**src/rtl/calibration_pkg.sv**
```systemverilog
// Shared types and constants for the LED address calibration sequencer and step FSM.
// Holds the sequencer/step state encodings and the two-colour address pattern helpers.
package calibration_pkg;

  typedef enum logic [1:0] {
    STEP_IDLE         = 2'd0,
    STEP_WAIT_FOR_CAM = 2'd1,
    STEP_CAPTURE      = 2'd2,
    STEP_LATCH        = 2'd3
  } calibration_step_state_t;

  typedef enum logic [2:0] {
    SEQ_IDLE       = 3'd0,
    SEQ_PATTERN    = 3'd1,
    SEQ_STEP_START = 3'd2,
    SEQ_STEP_WAIT  = 3'd3,
    SEQ_NEXT       = 3'd4,
    SEQ_DONE       = 3'd5,
    SEQ_ERROR      = 3'd6
  } calibration_seq_state_t;

  localparam logic [23:0] PATTERN_COLOR_0 = 24'h000000;
  localparam logic [23:0] PATTERN_COLOR_1 = 24'hFFFFFF;

  // Colour LED `led` shows while address bit `bit_sel` is being calibrated.
  function automatic logic [23:0] pattern_color(input int unsigned led, input int unsigned bit_sel);
    logic [31:0] led_bits;
    led_bits = led;
    return (bit_sel < 32 && led_bits[bit_sel[4:0]]) ? PATTERN_COLOR_1 : PATTERN_COLOR_0;
  endfunction

endpackage

```
**src/rtl/calibration_timeout_counter.sv**
```systemverilog
// Per-wait-state watchdog: counts enabled cycles, restarts on clear, flags TIMEOUT_CYCLES-1.
// Only instantiated when CALIBRATION_SEQUENCER_TIMEOUT_EN is defined.
module calibration_timeout_counter #(
  parameter int unsigned TIMEOUT_CYCLES = 50000000
) (
  input  logic clk,
  input  logic rst_n,
  input  logic clear,
  input  logic enable,
  output logic expired
);

  localparam int unsigned CW = (TIMEOUT_CYCLES > 2) ? $clog2(TIMEOUT_CYCLES) : 1;

  logic [CW-1:0] count;

  always_ff @(posedge clk or negedge rst_n) begin
    if (!rst_n) begin
      count <= '0;
    end else if (clear) begin
      count <= '0;
    end else if (enable && !expired) begin
      count <= count + CW'(1);
    end
  end

  assign expired = (count == CW'(TIMEOUT_CYCLES - 1));

endmodule

```
**src/rtl/calibration_sequencer.sv**
```systemverilog
// Walks every LED address bit: show pattern, run one calibration step, advance; reports busy/done/error.
// Optional watchdog on wait states enabled by defining CALIBRATION_SEQUENCER_TIMEOUT_EN.
module calibration_sequencer
  import calibration_pkg::*;
#(
  parameter int unsigned LED_ADDRESS_WIDTH = 10,
  parameter int unsigned TIMEOUT_CYCLES    = 50000000
) (
  input  logic                                   clk_pixel,
  input  logic                                   rst_n,
  input  logic                                   start,
  input  logic                                   abort,
  input  logic                                   led_update_ack,
  input  calibration_step_state_t                step_state,
  output logic                                   led_update_req,
  output logic [$clog2(LED_ADDRESS_WIDTH+1)-1:0] bit_index,
  output logic                                   start_calibration_step,
  output logic                                   should_overwrite_latch,
  output logic                                   busy,
  output logic                                   done,
  output logic                                   error,
  output logic [2:0]                             seq_state
);

  localparam int unsigned BW = $clog2(LED_ADDRESS_WIDTH + 1);
  localparam logic [BW-1:0] LAST_BIT = BW'(LED_ADDRESS_WIDTH - 1);

  calibration_seq_state_t state, state_next;
  logic start_prev;
  logic start_armed;
  logic start_rise;
  logic last_bit;
  logic timeout_expired;

  // The first sampled cycle after reset has no valid history, so a start held through reset is not an edge.
  always_ff @(posedge clk_pixel or negedge rst_n) begin
    if (!rst_n) begin
      start_prev  <= 1'b0;
      start_armed <= 1'b0;
    end else begin
      start_prev  <= start;
      start_armed <= 1'b1;
    end
  end

  assign start_rise = start & ~start_prev & start_armed;
  assign last_bit   = (bit_index == LAST_BIT);

`ifdef CALIBRATION_SEQUENCER_TIMEOUT_EN
  logic waiting;
  logic timeout_raw;

  assign waiting = (state == SEQ_PATTERN) || (state == SEQ_STEP_START) || (state == SEQ_STEP_WAIT);

  calibration_timeout_counter #(
    .TIMEOUT_CYCLES(TIMEOUT_CYCLES)
  ) u_timeout (
    .clk    (clk_pixel),
    .rst_n  (rst_n),
    .clear  (state_next != state),
    .enable (waiting),
    .expired(timeout_raw)
  );

  assign timeout_expired = waiting & timeout_raw;
`else
  // Watchdog absent: the parameter is kept only so instantiations stay interchangeable.
  assign timeout_expired = (TIMEOUT_CYCLES == 0) && 1'b0;
`endif

  always_ff @(posedge clk_pixel or negedge rst_n) begin
    if (!rst_n) begin
      state <= SEQ_IDLE;
    end else begin
      state <= state_next;
    end
  end

  always_comb begin
    state_next = state;
    if (abort) begin
      state_next = SEQ_IDLE;
    end else if (timeout_expired) begin
      state_next = SEQ_ERROR;
    end else begin
      unique case (state)
        SEQ_IDLE, SEQ_DONE, SEQ_ERROR: if (start_rise) state_next = SEQ_PATTERN;
        SEQ_PATTERN:    if (led_update_ack) state_next = SEQ_STEP_START;
        SEQ_STEP_START: if (step_state != STEP_IDLE) state_next = SEQ_STEP_WAIT;
        SEQ_STEP_WAIT:  if (step_state == STEP_IDLE) state_next = SEQ_NEXT;
        SEQ_NEXT:       state_next = last_bit ? SEQ_DONE : SEQ_PATTERN;
        default:        state_next = SEQ_IDLE;
      endcase
    end
  end

  // Entering PATTERN from NEXT advances the bit; entering from any idle-like state restarts at bit 0.
  always_ff @(posedge clk_pixel or negedge rst_n) begin
    if (!rst_n) begin
      bit_index <= '0;
    end else if (abort) begin
      bit_index <= '0;
    end else if (state_next == SEQ_PATTERN && state != SEQ_PATTERN) begin
      bit_index <= (state == SEQ_NEXT) ? bit_index + BW'(1) : '0;
    end
  end

  always_comb begin
    led_update_req         = (state == SEQ_PATTERN);
    start_calibration_step = (state == SEQ_STEP_START);
    should_overwrite_latch = ((state == SEQ_PATTERN) || (state == SEQ_STEP_START)) && (bit_index == '0);
    busy                   = (state == SEQ_PATTERN) || (state == SEQ_STEP_START) ||
                             (state == SEQ_STEP_WAIT) || (state == SEQ_NEXT);
    done                   = (state == SEQ_DONE);
`ifdef CALIBRATION_SEQUENCER_TIMEOUT_EN
    error                  = (state == SEQ_ERROR);
`else
    error                  = 1'b0;
`endif
    seq_state              = state;
  end

endmodule

```
**config.mk**
```make
export PLATFORM = sky130hd
export DESIGN_NAME = calibration_sequencer
export DESIGN_NICKNAME = d
export VERILOG_FILES = /design/src/rtl/calibration_pkg.sv /design/src/rtl/calibration_timeout_counter.sv /design/src/rtl/calibration_sequencer.sv
export SDC_FILE = /design/constraint.sdc
export NUM_CORES = 1
export LEC_CHECK = 0
export ABC_AREA = 1
export CAP_MARGIN = 25
export CORE_UTILIZATION = 49
export DETAILED_ROUTE_END_ITERATION = 6
export GPL_TIMING_DRIVEN = 0
export HOLD_SLACK_MARGIN = 0.02
export PLACE_DENSITY = 0.93
export SYNTH_ARGS = -nofsm -noshare
export SYNTH_HDL_FRONTEND = slang
export SYNTH_SLANG_ARGS = --single-unit
export TNS_END_PERCENT = 30
```
**constraint.sdc**
```tcl
create_clock -name clk_pixel -period 3.8 [get_ports clk_pixel]
set_clock_uncertainty 0.05 [all_clocks]
set_input_delay 0.76 -clock clk_pixel [delete_from_list [all_inputs] [get_ports clk_pixel]]
set_output_delay 0.76 -clock clk_pixel [all_outputs]
set_load 0.01 [all_outputs]
```
Word level (Yosys, flattened, before mapping). Cells that the tools add are included.

Bits in registers: 9. Bits of input ports: 7. Output and inout port bits: 13. Logic and storage cells: 38.

Add/subtract/negate cells: 1. Reduce and logical (&&, ||, !) cells: 11. Equality and inequality tests: 9. Multiplexer cells: 10. Bitwise gates (word level): 3.

Operator list (count): $mux W3 (6); $pmux W3 S5 (1); $mux W4 (3); $eq A3 B3 Y1 const B (3); $eq A3 B1 Y1 const B (2); $eq A3 B2 Y1 const B (2); $add A4 B1 Y4 const B (1); $eq A4 B4 Y1 const B (1); $logic_not A4 Y1 (1); $reduce_bool A2 Y1 (2); $logic_not A3 Y1 (1); $logic_or A1 B1 Y1 (3); $ne A3 B1 Y1 const B (1); $reduce_or A3 Y1 (1); $and A1 B1 Y1 (2); $logic_and A1 B1 Y1 (2); $logic_not A2 Y1 (1); $not A1 Y1 (1).

Longest topological paths before layout.
Depth in word-level cells: 10. Gate-level depth with buffers: 11. Gate-level depth less buffers: 11.

Least setup slack after synthesis. OpenSTA, ideal clock, no wires.

Kind: register to output. Start point: register state[0] (netlist: seq_state[0]). End point: output should_overwrite_latch. Arrival: 1368 ps. Slack: 1622 ps. Data required time: 2990 ps. Path buffers: 1. Cell stages (with the launch flop): 6. Path through: dfrtp_1 -> buf_6 -> nor3_2 -> or2_2 -> inv_1 -> nor4_1.

Cells in the longest elaborated chain, start to end: 3. Elaborated cells on any way between the ends: 4. Classes of those cells: eq/ne: 2; reduce/logical: 2.

RTL lines: start, declared (line calibration_sequencer.sv:28) `calibration_seq_state_t state, state_next;`; start signal, assigned (line calibration_sequencer.sv:75) `state <= state_next;`; $eq A3 B2 Y1; named net start_calibration_step (line calibration_sequencer.sv:17) `output logic start_calibration_step,`; $logic_or A1 B1 Y1 (line calibration_sequencer.sv:111) `should_overwrite_latch = ((state == SEQ_PATTERN) || (state == SEQ_STEP_START)) && (bit_index == '0);`; $logic_and A1 B1 Y1 (line calibration_sequencer.sv:111); end, declared (line calibration_sequencer.sv:18) `output logic should_overwrite_latch,`.

The timed path passes the listed nets, and every way through them passes these cells.

Worst setup path in the final report.
Start point: register state[2] (netlist: seq_state[2]). End point: output should_overwrite_latch.

Cells in the longest elaborated chain, start to end: 3. Elaborated cells on any way between the ends: 4. Classes of those cells: eq/ne: 2; reduce/logical: 2.

RTL lines (line): $eq A3 B1 Y1 or $eq A3 B2 Y1 (tied branches) (calibration_sequencer.sv:111); $logic_or A1 B1 Y1 * (calibration_sequencer.sv:111); $logic_and A1 B1 Y1 * (calibration_sequencer.sv:111).

Every way passes the cells marked *; elsewhere a longest branch is shown, timed or not.

==> results.json <==
{
  "cts_buffer_depth": 2,
  "place.port_buffers": 18,
  "num_antenna_cells": 0,
  "synthAdderAreaFrac": 0.0552,
  "r2r_slack_ps": 2200,
  "synth-simple-area-share": 0.427,
  "r2r-end": "bit_index[0]",
  "arrival_ps": 2000,
  "grt_max_degree": 10,
  "grtUsageMet2": 0.313,
  "powerDensity_nw_per_um2": 338,
  "finalSetupTns_ps": 0,
  "die_w_um": 39.2,
  "htree_levels": 1,
  "syn_area_um2": 679,
  "hold_path_class": "flip-flop to flip-flop",
  "post_cts_buffers": 0,
  "place_congestion": 0.784,
  "final_nets": 132,
  "crit_path_start_kind": "flip-flop",
  "final_hold_viol_count": 0,
  "status": "completed",
  "synth_mux_area_frac": 0,
  "netlist_instances": 99,
  "synth_xor_area_frac": 0.0258,
  "synth_fp_nets": 109,
  "leakagePower_nw": 0.498,
  "place_area_um2": 878,
  "avgSynthCellArea_um2": 6.86,
  "synth_top_area_frac": 0.331,
  "n_fill_cell": 114,
  "drcViolationCount": 0,
  "synth.yosys.seq_area_share": 0.331,
  "wirelength_um": 1310,
  "cts-buffers-inserted": 3,
  "rsz0062_at_grt": "no",
  "hold_ws_ps": 550,
  "dpl.cell_count": 132,
  "start_util": 0.522,
  "yosys.area.top_type": "dfrtp_1",
  "wl_per_cell_um": 9.63,
  "cp-end-kind": "output port",
  "synthTopCellsByArea": "dfrtp_1 33%, nand3_1 13%, nand2_1 9.9%",
  "reg2reg_depth": 9,
  "worstHoldStart": "bit_index[3]",
  "multiInputGateArea_um2": 372,
  "clk_pin_slew_ps": 50,
  "synth_top_family_by_area": "simple AND/OR/NAND/NOR gates",
  "setup_viol": 0,
  "track_usage": 0.201,
  "detail-route-antenna-nets": 0,
  "ir_drop_mv": 0.228,
  "dr.first_iter.drc_count": 22,
  "synthDistinctLibCells": 21,
  "fmax_ghz": 0.356,
  "die_area_um2": 1540,
  "ioPinCount": 20,
  "cts_tree": "yes",
  "holdBufCountCts": 0,
  "hold_depth": 2,
  "fin_cells": 136,
  "min_period_over_period": 0.738,
  "core.rowCount": 13,
  "gr-max-usage-layer": "met2",
  "layout.area.seq_um2": 225,
  "cp_max_fo": 7,
  "drt_pass1_iterations": 4,
  "core_area_um2": 1300,
  "grt.met1_usage": 0.286,
  "grt_pass1_wl_um": 2100,
  "dp_slack_ps": 1300,
  "worst_slack_ps": 994,
  "clock-sinks": 9,
  "post_drt_via_cell_ratio": 4.94,
  "synth_compound_area_frac": 0.0276,
  "worstSetupPathType": "flip-flop to output port",
  "syn2layout_area_growth_pct": 33.1,
  "period_needed_ps": 2810,
  "drive_gt1_frac": 0.132,
  "cts_resized": 0,
  "num_vias": 672,
  "gr-usage-met3": 0,
  "dp.final_hpwl_um": 1060,
  "antenna_found_initial": 0,
  "die_h_um": 39.2,
  "slew_viol_final": 0,
  "clk_latency_ps": 250,
  "cap_violations": 0,
  "ys_warn_count": 0,
  "min_to": "bit_index[3]",
  "ys_ff_latch": 9,
  "grt_overflow_total": 0,
  "grt_pass1_vias": 534,
  "cp.required_ps": 2990,
  "worstReg2RegStart": "seq_state[0]",
  "cts-root-buf": "clkbuf_4",
  "final_area_um2": 905
}
power by group:
group	total (W)	switching, W	internal, W
logic	0.000130	0.0000686	0.0000618
clock network	0.0000689	0.0000288	0.0000402
registers	0.000107	0.00000557	0.000101
placed cells by master, fill, tap and decap left out, types with 2 or more instances in the layout:
| master | count |
|---|---|
| ha_1 | 3 |
| dfrtp_1 | 9 |
| nand2_1 | 18 |
| xor2_1 | 2 |
| nand3_2 | 3 |
| clkdlybuf4s50_1 | 18 |
| nor2_1 | 18 |
| inv_2 | 3 |
| clkbuf_4 | 3 |
| inv_1 | 13 |
| nand3_1 | 17 |
| conb_1 | 2 |
how the worst max path moves through the flow:
stage / from / endpoint / slack, ps / cells past startpoint
finish: seq_state[2] / should_overwrite_latch / 990 / 7
global route: seq_state[2] / should_overwrite_latch / 860 / 7
global placement: seq_state[2] / should_overwrite_latch / 1300 / 7
CTS: seq_state[2] / should_overwrite_latch / 1000 / 7
detailed placement: seq_state[2] / should_overwrite_latch / 1300 / 7
floorplan: seq_state[0] / should_overwrite_latch / 1620 / 5
sequential cells by signal (all words and copies together) (netlist names):
| signal | cells |
|---|---|
| start_prev | 1 |
| bit_index | 4 |
| start_armed | 1 |
| seq_state | 3 |
cell families (layout without fill, tap and decap cells):
family                     after synthesis  after routing
AOI/OAI and AO/OA                        3              3
DFF                                      9              9
other                                    2              2
and+or+nand+nor                         61             61
adders and majority gates                3              3
xor gates and xnor gates                 2              2
buffers and inverters                   19             41
per-stage QoR:
step / power (W) / util
4_1_cts: 0.000309 / 0.695
3_3_place_gp: 0.000236 / 0.675
5_1_grt: 0.000328 / 0.695
6_report: 0.000306 / 0.695
2_1_floorplan: 0.000189 / -
3_5_place_dp: 0.000237 / 0.675
cells in the mapped netlist:
cell	number
o21ai_0	1
clkinv_1	1
nor3_2	1
nand3_2	3
buf_4	1
nand3_1	17
nand2_2	1
conb_1	2
xor2_1	2
nand2_1	18
a21oi_2	1
nor2_1	18
buf_6	1
a21oi_1	1
inv_2	3
nor4_1	1
inv_1	13
ha_1	3
or2_2	1
nor2_4	1
dfrtp_1	9
metal layers:
layer / up-vias / wire [um]
li1: 351 / -
met1: 299 / 617
met2: 20 / 614
met3: 2 / 53
met4: 0 / 23
met5: - / 0
critical path, stage by stage (launching register included):
cell and delay (ps):
dfrtp_1 460, inv_2 150, nand3_2 110, inv_1 100, or2_2 110, inv_1 40, nor4_1 180, clkdlybuf4s50_1 580
layout make-up:
type / count / area share
sequential: 9 / 0.249
inverter: 17 / 0.0705
clock buffer: 4 / 0.0290
multi-input combinational: 71 / 0.411
buffer: 2 / 0.0207
timing repair buffer: 18 / 0.199
tap: 15 / 0.0207
(Power assumes the default switching activity.)
